<file path="src/rtl/m68k_region_decoder.sv">
`default_nettype none
// ============================================================================
// Module   : m68k_region_decoder
// Brief    : Registered, table-driven 68000 address decoder with per-region
//            wait states and DTACK generation. Optional macro CS_BUSERR_EN
//            turns unmapped accesses into a timed bus error.
// Revision : 1.0 - initial release
// ============================================================================
module m68k_region_decoder #(
  parameter int NUM_REGIONS = 24,
  parameter int ADDR_W      = 24,
  parameter int WAIT_W      = 3,
  parameter int TIMEOUT     = 64
) (
  input  logic                           clk,
  input  logic                           reset,
  input  logic                           cfg_we,
  input  logic [$clog2(NUM_REGIONS)-1:0] cfg_idx,
  input  logic [ADDR_W-1:0]              cfg_base,
  input  logic [4:0]                     cfg_shift,
  input  logic [WAIT_W-1:0]              cfg_wait,
  input  logic                           cfg_valid,
  input  logic [ADDR_W-1:0]              cpu_a,
  input  logic                           cpu_as_n,
  output logic [NUM_REGIONS-1:0]         cs,
  output logic [$clog2(NUM_REGIONS)-1:0] hit_idx,
  output logic                           hit,
  output logic                           dtack_n,
  output logic                           berr_n
);
  localparam int IDX_W = $clog2(NUM_REGIONS);
  localparam int TO_W  = $clog2(TIMEOUT);
  localparam int CNT_W = (WAIT_W > TO_W) ? WAIT_W : TO_W;

  localparam logic [1:0] S_IDLE = 2'd0;
  localparam logic [1:0] S_WAIT = 2'd1;
  localparam logic [1:0] S_ACK  = 2'd2;
`ifdef CS_BUSERR_EN
  localparam logic [1:0] S_BERR = 2'd3;
`endif

  logic [ADDR_W-1:0]      base_q  [NUM_REGIONS];
  logic [ADDR_W-1:0]      base_d  [NUM_REGIONS];
  logic [4:0]             shift_q [NUM_REGIONS];
  logic [4:0]             shift_d [NUM_REGIONS];
  logic [WAIT_W-1:0]      wait_q  [NUM_REGIONS];
  logic [WAIT_W-1:0]      wait_d  [NUM_REGIONS];
  logic [NUM_REGIONS-1:0] valid_q, valid_d;

  logic [1:0]             state_q, state_d;
  logic [CNT_W-1:0]       cnt_q, cnt_d;
  logic [NUM_REGIONS-1:0] cs_q, cs_d;
  logic [IDX_W-1:0]       hit_idx_q, hit_idx_d;
  logic                   hit_q, hit_d;
  logic                   dtack_n_q, dtack_n_d;

  logic                   match_any;
  logic [IDX_W-1:0]       match_idx;

  // Table update; writes to indices past the last region are dropped.
  always_comb begin
    base_d  = base_q;
    shift_d = shift_q;
    wait_d  = wait_q;
    valid_d = valid_q;
    if (cfg_we && (int'(cfg_idx) < NUM_REGIONS)) begin
      base_d[cfg_idx]  = cfg_base;
      shift_d[cfg_idx] = cfg_shift;
      wait_d[cfg_idx]  = cfg_wait;
      valid_d[cfg_idx] = cfg_valid;
    end
  end

  // Descending scan so the lowest matching index is the one left standing.
  always_comb begin
    match_any = 1'b0;
    match_idx = '0;
    for (int i = NUM_REGIONS - 1; i >= 0; i--) begin
      if (valid_q[i] && ((cpu_a >> shift_q[i]) == (base_q[i] >> shift_q[i]))) begin
        match_any = 1'b1;
        match_idx = IDX_W'(i);
      end
    end
  end

  always_ff @(posedge clk or posedge reset) begin
    if (reset) begin
      for (int i = 0; i < NUM_REGIONS; i++) begin
        base_q[i]  <= '0;
        shift_q[i] <= '0;
        wait_q[i]  <= '0;
      end
      valid_q   <= '0;
      state_q   <= S_IDLE;
      cnt_q     <= '0;
      cs_q      <= '0;
      hit_idx_q <= '0;
      hit_q     <= 1'b0;
      dtack_n_q <= 1'b1;
    end else begin
      base_q    <= base_d;
      shift_q   <= shift_d;
      wait_q    <= wait_d;
      valid_q   <= valid_d;
      state_q   <= state_d;
      cnt_q     <= cnt_d;
      cs_q      <= cs_d;
      hit_idx_q <= hit_idx_d;
      hit_q     <= hit_d;
      dtack_n_q <= dtack_n_d;
    end
  end

  always_comb begin
    state_d = state_q;
    if (cpu_as_n) begin
      state_d = S_IDLE;
    end else begin
      case (state_q)
        S_IDLE: state_d = S_WAIT;
        S_WAIT: begin
          if (cnt_q == '0) begin
`ifdef CS_BUSERR_EN
            state_d = hit_q ? S_ACK : S_BERR;
`else
            state_d = S_ACK;
`endif
          end
        end
        default: state_d = state_q;
      endcase
    end
  end

  always_comb begin
    cs_d      = cs_q;
    hit_d     = hit_q;
    hit_idx_d = hit_idx_q;
    dtack_n_d = dtack_n_q;
    cnt_d     = cnt_q;
    if (cpu_as_n) begin
      cs_d      = '0;
      hit_d     = 1'b0;
      hit_idx_d = '0;
      dtack_n_d = 1'b1;
      cnt_d     = '0;
    end else begin
      case (state_q)
        S_IDLE: begin
          if (match_any) begin
            cs_d      = NUM_REGIONS'(1) << match_idx;
            hit_d     = 1'b1;
            hit_idx_d = match_idx;
            cnt_d     = CNT_W'(wait_q[match_idx]);
          end else begin
`ifdef CS_BUSERR_EN
            cnt_d = CNT_W'(TIMEOUT - 1);
`else
            cnt_d = '0;
`endif
          end
        end
        S_WAIT: begin
          if (cnt_q != '0) begin
            cnt_d = cnt_q - 1'b1;
          end else begin
`ifdef CS_BUSERR_EN
            if (hit_q) dtack_n_d = 1'b0;
`else
            dtack_n_d = 1'b0;
`endif
          end
        end
        default: ;
      endcase
    end
  end

`ifdef CS_BUSERR_EN
  logic berr_n_q;
  always_ff @(posedge clk or posedge reset) begin
    if (reset) berr_n_q <= 1'b1;
    else       berr_n_q <= cpu_as_n || !(state_d == S_BERR);
  end
  assign berr_n = berr_n_q;
`else
  assign berr_n = 1'b1;
`endif

  assign cs      = cs_q;
  assign hit_idx = hit_idx_q;
  assign hit     = hit_q;
  assign dtack_n = dtack_n_q;

endmodule
`default_nettype wire
</file>
<file path="config.mk">
export PLATFORM = sky130hd
export DESIGN_NAME = m68k_region_decoder
export DESIGN_NICKNAME = d
export VERILOG_FILES = /design/src/rtl/m68k_region_decoder.sv
export SDC_FILE = /design/constraint.sdc
export NUM_CORES = 2
export LEC_CHECK = 0
export BUFFER_PORTS_ARGS = -buffer_cell sky130_fd_sc_hd__clkbuf_2
export CORE_MARGIN = 4
export CORE_UTILIZATION = 45
export DETAILED_ROUTE_END_ITERATION = 6
export GPL_TIMING_DRIVEN = 1
export PLACE_DENSITY = 0.69
export RECOVER_POWER = 25
export SLEW_MARGIN = 20
export SYNTH_ARGS = -nofsm -noshare
export SYNTH_HDL_FRONTEND = slang
export SYNTH_SLANG_ARGS = --single-unit
</file>
<file path="constraint.sdc">
create_clock -name clk -period 65 [get_ports clk]
set_input_delay 9.75 -clock clk [delete_from_list [all_inputs] [get_ports clk]]
set_output_delay 9.75 -clock clk [all_outputs]
set_load 0.02 [all_outputs]
</file>
=== Yosys cells after proc, flatten, opt, wreduce, memory -nomap -nowiden ===
Index checks and enable logic that the tools add are counted.

* Flip-flop bits (word level): 831
* Input port bits: 66
* Output and inout bits: 32

* $add $sub $neg: 1
* Magnitude comparators: 6
* Equality and inequality tests: 28
* Shift-type cells: 49
* Multiplexer cells: 82
* Bitwise gates (word level): 2
* Reductions and logical operators: 38

{| class="wikitable"
|+ Operators by type and width
! operator !! number
|-
| $shr A24 B5 Y24 || 48
|-
| $bwmux W576 || 1
|-
| $eq A24 B24 Y1 || 24
|-
| $mux W5 || 28
|-
| $bwmux W120 || 1
|-
| $demux W24 S5 || 1
|-
| $mux W24 || 4
|-
| $bwmux W72 || 1
|-
| $mux W1 || 31
|-
| $logic_and A1 B1 Y1 || 27
|-
| $demux W5 S5 || 1
|-
| $bwmux W24 || 1
|-
| $shl A1 B5 Y24 const A || 1
|-
| $bmux W3 S5 || 1
|-
| $demux W3 S5 || 1
|-
| $ge A6 B6 Y1 const B || 2
|-
| $mux W3 || 4
|-
| $mux W6 || 2
|-
| $not A5 Y6 || 2
|-
| $pmux W6 S2 || 1
|-
| $reduce_and A2 Y1 || 4
|-
| $logic_not A6 Y1 || 1
|-
| $lt A5 B6 Y1 const B || 1
|-
| $lt A6 B1 Y1 const B || 1
|-
| other kinds (13) || 17
|}

=== Logic depth before layout (Yosys ltp) ===
* Depth in word-level cells: 34
* Mapped depth: 19
* Mapped depth without buffers: 14

=== Least setup slack after synthesis ===
No wires, ideal clock.

* Path kind: input to register
* Start point: input port cpu_a[14]
* End point: register cnt_q[2]
* Arrival: 13.170 ns
* Slack: 51.697 ns
* Stages: 16
* Cell sequence: buf_2 -> buf_2 -> mux4_2 -> xnor2_2 -> o2111ai_1 -> a2111o_1 -> a2111o_1 -> a21o_1 -> a21o_1 -> a211oi_2 -> a21oi_2 -> buf_6 -> a32o_1 -> a221oi_2 -> a2bb2oi_2 -> o211ai_2

* Word-level cells in the longest chain between the ends: 34
* Elaborated cells between the ends (all ways): 127
* Classes of those cells: eq/ne: 24; shift: 24; mux: 54; bitwise: 1; reduce/logical: 24

{| class="wikitable"
|+ RTL lines
! what !! line !! text
|-
| start: declaration || 23 || <nowiki>input logic [ADDR_W-1:0] cpu_a,</nowiki>
|-
| $shr A24 B5 Y24 || 79 || <nowiki>if (valid_q[i] && ((cpu_a >> shift_q[i]) == (base_q[i] >> shift_q[i]))) begin</nowiki>
|-
| $eq A24 B24 Y1 || 79 ||
|-
| $logic_and A1 B1 Y1 || 79 ||
|-
| $mux W5 (24 in a row) || 79 ||
|-
| $not A5 Y6 (not written as such) || 154 || <nowiki>cnt_d = CNT_W'(wait_q[match_idx]);</nowiki>
|-
| $bmux W3 S5 || 154 ||
|-
| $mux W3 (not written as such) (2 in a row) || 154 ||
|-
| $mux W3 * || 150 || <nowiki>if (match_any) begin</nowiki>
|-
| $pmux W6 S2 * || 148 || <nowiki>case (state_q)</nowiki>
|-
| $mux W6 * || 141 || <nowiki>if (cpu_as_n) begin</nowiki>
|-
| end signal: assignment || 106 || <nowiki>cnt_q <= cnt_d;</nowiki>
|-
| end: declaration || 51 || <nowiki>logic [CNT_W-1:0] cnt_q, cnt_d;</nowiki>
|}

Every way passes the cells marked *; elsewhere a longest branch is shown, timed or not. The select of a mux whose other input is x is not followed.
A chain may end at the register's enable or synchronous reset.

==> run metrics <==
outcome=complete, but fails checks; failing checks=max-capacitance violations, max-slew violations; Fin. Hold Viols=0; slowest stage delay, CP=2.97 ns; TritonCTS Buffers=92; relative slew slack=-2.39; CTS resizes=0; post-synthesis instance total=4610; crit-path max FO=115; Starting Density=0.454; setup bufs post-CTS=0; Root Buffer=clkbuf_16; H-Tree Depth=3; Synth Area per Inst=11.7 um2; remaining antenna violation count after routing=0; Max Fclk=55.3 MHz; Worst VDD drop=25.3 uV; CP delay by family, top=buffers and inverters; #FFs+latches synth=831; Tmin final=18.08 ns; static leakage=24.8 nW; Slew @ Worst Pin=5.08 ns; Routed WL=165 mm; CORE AREA=118000 um2; Max Cap Viol=8; worst path buffer plus inverter count=7; number of enable flip-flop cells after synthesis=0; pre-CTS setup slack=49.60 ns; detailed-routed wire length on met2=73.4 mm; sequential area share after synthesis=0.387; CP Capture Type=async pin; All-Layer GR Usage=0.259; fraction of final layout cells sized beyond drive strength 1=0.312; row count=126; via/cell ratio=6.37; syn_nets=4678; Power, Total=1.84 mW; most frequent cells in the layout=828 x dfrtp_1, 803 x mux2_2, 362 x xnor2_1; port bufs=96; largest net degree at the start of global routing=116; DR pass1 iterations=6; setup TNS=0 ns; Clock Tree Buf Depth=3; internal power=1.22 mW; Die Wd=354 um; critical path, cell by cell=clkbuf_1, clkinvlp_2, clkbuf_1, buf_4, buf_4, buf_6, buf_4; antenna violations before repair=14; Critical Path Source Type=input pin; first-pass GRT wire length=248 mm; most used cell, CP=buf_4; final worst slack=46.92 ns; clock latency reported for the late side of the worst-skew pair=0.67 ns; Nets=4560; period utilisation layout=0.278; final design utilization=0.491; Ys Warns=0; DIE AREA=125000 um2; WL met3=17.7 mm; share of async-settable or async-resettable flops after synthesis=1.00; vias in the first global route=38700; clock share of power=0.294; Net Switching=624 uW; sw frac=0.339; final routed DRC violation total=0; RSZ-0062 raised after global routing=no; RD Place Congestion=0.908; crit path kind=in2async; Sink Count=831; io pins=98; grt ovf=0; Final Setup Violations=0; slowest CP cell=clkbuf_1; Max Slew Vio Count=439; Hold/Removal Path Class=reg2reg; Top Metal Used=met4; Die Y=354 um; HPWL after DPL=98.5 mm; area growth from synthesis to layout=8.05%; vias=39300; CP required=65.68 ns; Reg power frac=0.392; Clock transition at path regs=0.06 ns; synth unique cells=118; Syn Std Cell Area=53800 um2; clk_skew=0.0213 ns; Comb pwr share=0.314; CTS tree=built; Post-CTS Hold Fix Bufs=0; WL met1=67.4 mm; commonest non-fill, non-tap cell in the layout=dfrtp_1; pwr dens=31.7 nW/um2; Avg WL per Cell=26.8 um; Iter 0 DRT Violations=4604; WP data arrival=18.76 ns; Synth Flop Type=dfrtp_1
## synthesized netlist by cell type, types with 33 or more instances
cell / n / area, um2
dfrtp_1: 830 / 20800
mux2_2: 803 / 9040
xnor2_1: 362 / 3170
xor2_1: 340 / 2980
nand2_1: 244 / 916
mux4_2: 237 / 5340
mux2i_1: 200 / 2000
nor2_1: 191 / 717
clkbuf_1: 151 / 567
o21ai_0: 124 / 621
buf_2: 100 / 500
a21oi_1: 81 / 405
buf_1: 76 / 285
nor3_1: 68 / 340
inv_1: 60 / 225
nand3_1: 56 / 280
buf_4: 53 / 398
a211oi_1: 42 / 315
o32ai_1: 33 / 289
## final cells by class
class | count | area [um2]
fillers | 10600 | 60300
multi-input cells | 3300 | 30700
flip-flops and latches | 831 | 20800
clock buffers | 132 | 2750
well taps | 1600 | 2000
repair buffers | 191 | 1160
clock inverters | 36 | 369
inverters | 76 | 287
diodes | 7 | 17.5
## worst register-to-register path, cell delays in order (launching register included)
cell,delay [ns]
dfrtp_1,0.89
inv_1,0.52
mux4_2,0.57
nor3_1,0.14
a31oi_1,0.05
or4_1,0.42
a221o_1,0.33
o21ai_1,0.66
nor4_1,0.32
nand3b_1,0.28
a21o_1,0.52
nand2_1,0.28
or4_1,0.53
o2111ai_1,0.14
o41ai_2,0.08
## power groups by stage
stage,registers [mW],logic (mW),clock network (mW)
2_1_floorplan,0.675,0.497,0
3_5_place_dp,0.727,0.571,0
6_report,0.722,0.579,0.542
5_1_grt,0.735,0.628,0.567
4_1_cts,0.719,0.574,0.549
3_3_place_gp,0.723,0.559,0
## final timing paths
| path | startpoint | to | slack [ns] | cells past startpoint |
|---|---|---|---|---|
| setup / recovery | reset | cs[5]$_DFFE_PP0P_ | 46.92 | 7 |
| hold / removal | cs[0]$_DFFE_PP0P_ | cs[0]$_DFFE_PP0P_ | 0.49 | 2 |
| setup reg to reg | shift_q[35]$_DFFE_PP0P_ | cnt_q[0]$_DFFE_PP0P_ | 59.16 | 14 |
| hold reg to reg | cs[0]$_DFFE_PP0P_ | cs[0]$_DFFE_PP0P_ | 0.49 | 2 |
| max in group clk | cpu_a[12] | cnt_q[2]$_DFFE_PP0P_ | 50.05 | 16 |
| min in group asynchronous | reset | base_q[411]$_DFFE_PP0P_ | 10.55 | 2 |
## logic make-up (layout without fill, tap and decap cells)
logic type	Yosys count	in the layout	share of synthesized area
flops	831	831	0.387
compound gates	608	608	0.0831
buf+inv	479	435	0.0430
other cells	1	8	0.0000698
fa+ha+maj	3	3	0.000675
xor+xnor	706	706	0.116
mux	1243	1243	0.305
simple gates	739	739	0.0654
## routing by layer
layer	up-vias	track usage
met5	-	0
met4	0	0.0952
met3	383	0.0621
met2	2079	0.398
met1	20300	0.358
li1	16600	-
## sequential cells by signal (all words and copies together), names as in the netlist, 2 cells and up
signal	cells
valid_q	24
hit_idx	5
state_q	2
wait_q	72
shift_q	120
cnt_q	6
base_q	576
cs	24
## through the flow
stage | hold slack, ns | instances | instance area, um2
floorplan | 0.471 | 4610 | 53800
global placement | 0.463 | 5997 | 55000
detailed placement | 0.472 | 5997 | 55000
CTS | 0.486 | 6165 | 58100
global route | 0.498 | 6166 | 58100
finish | 0.485 | 6173 | 58100
Note: power is estimated with default switching activity, not from simulation.
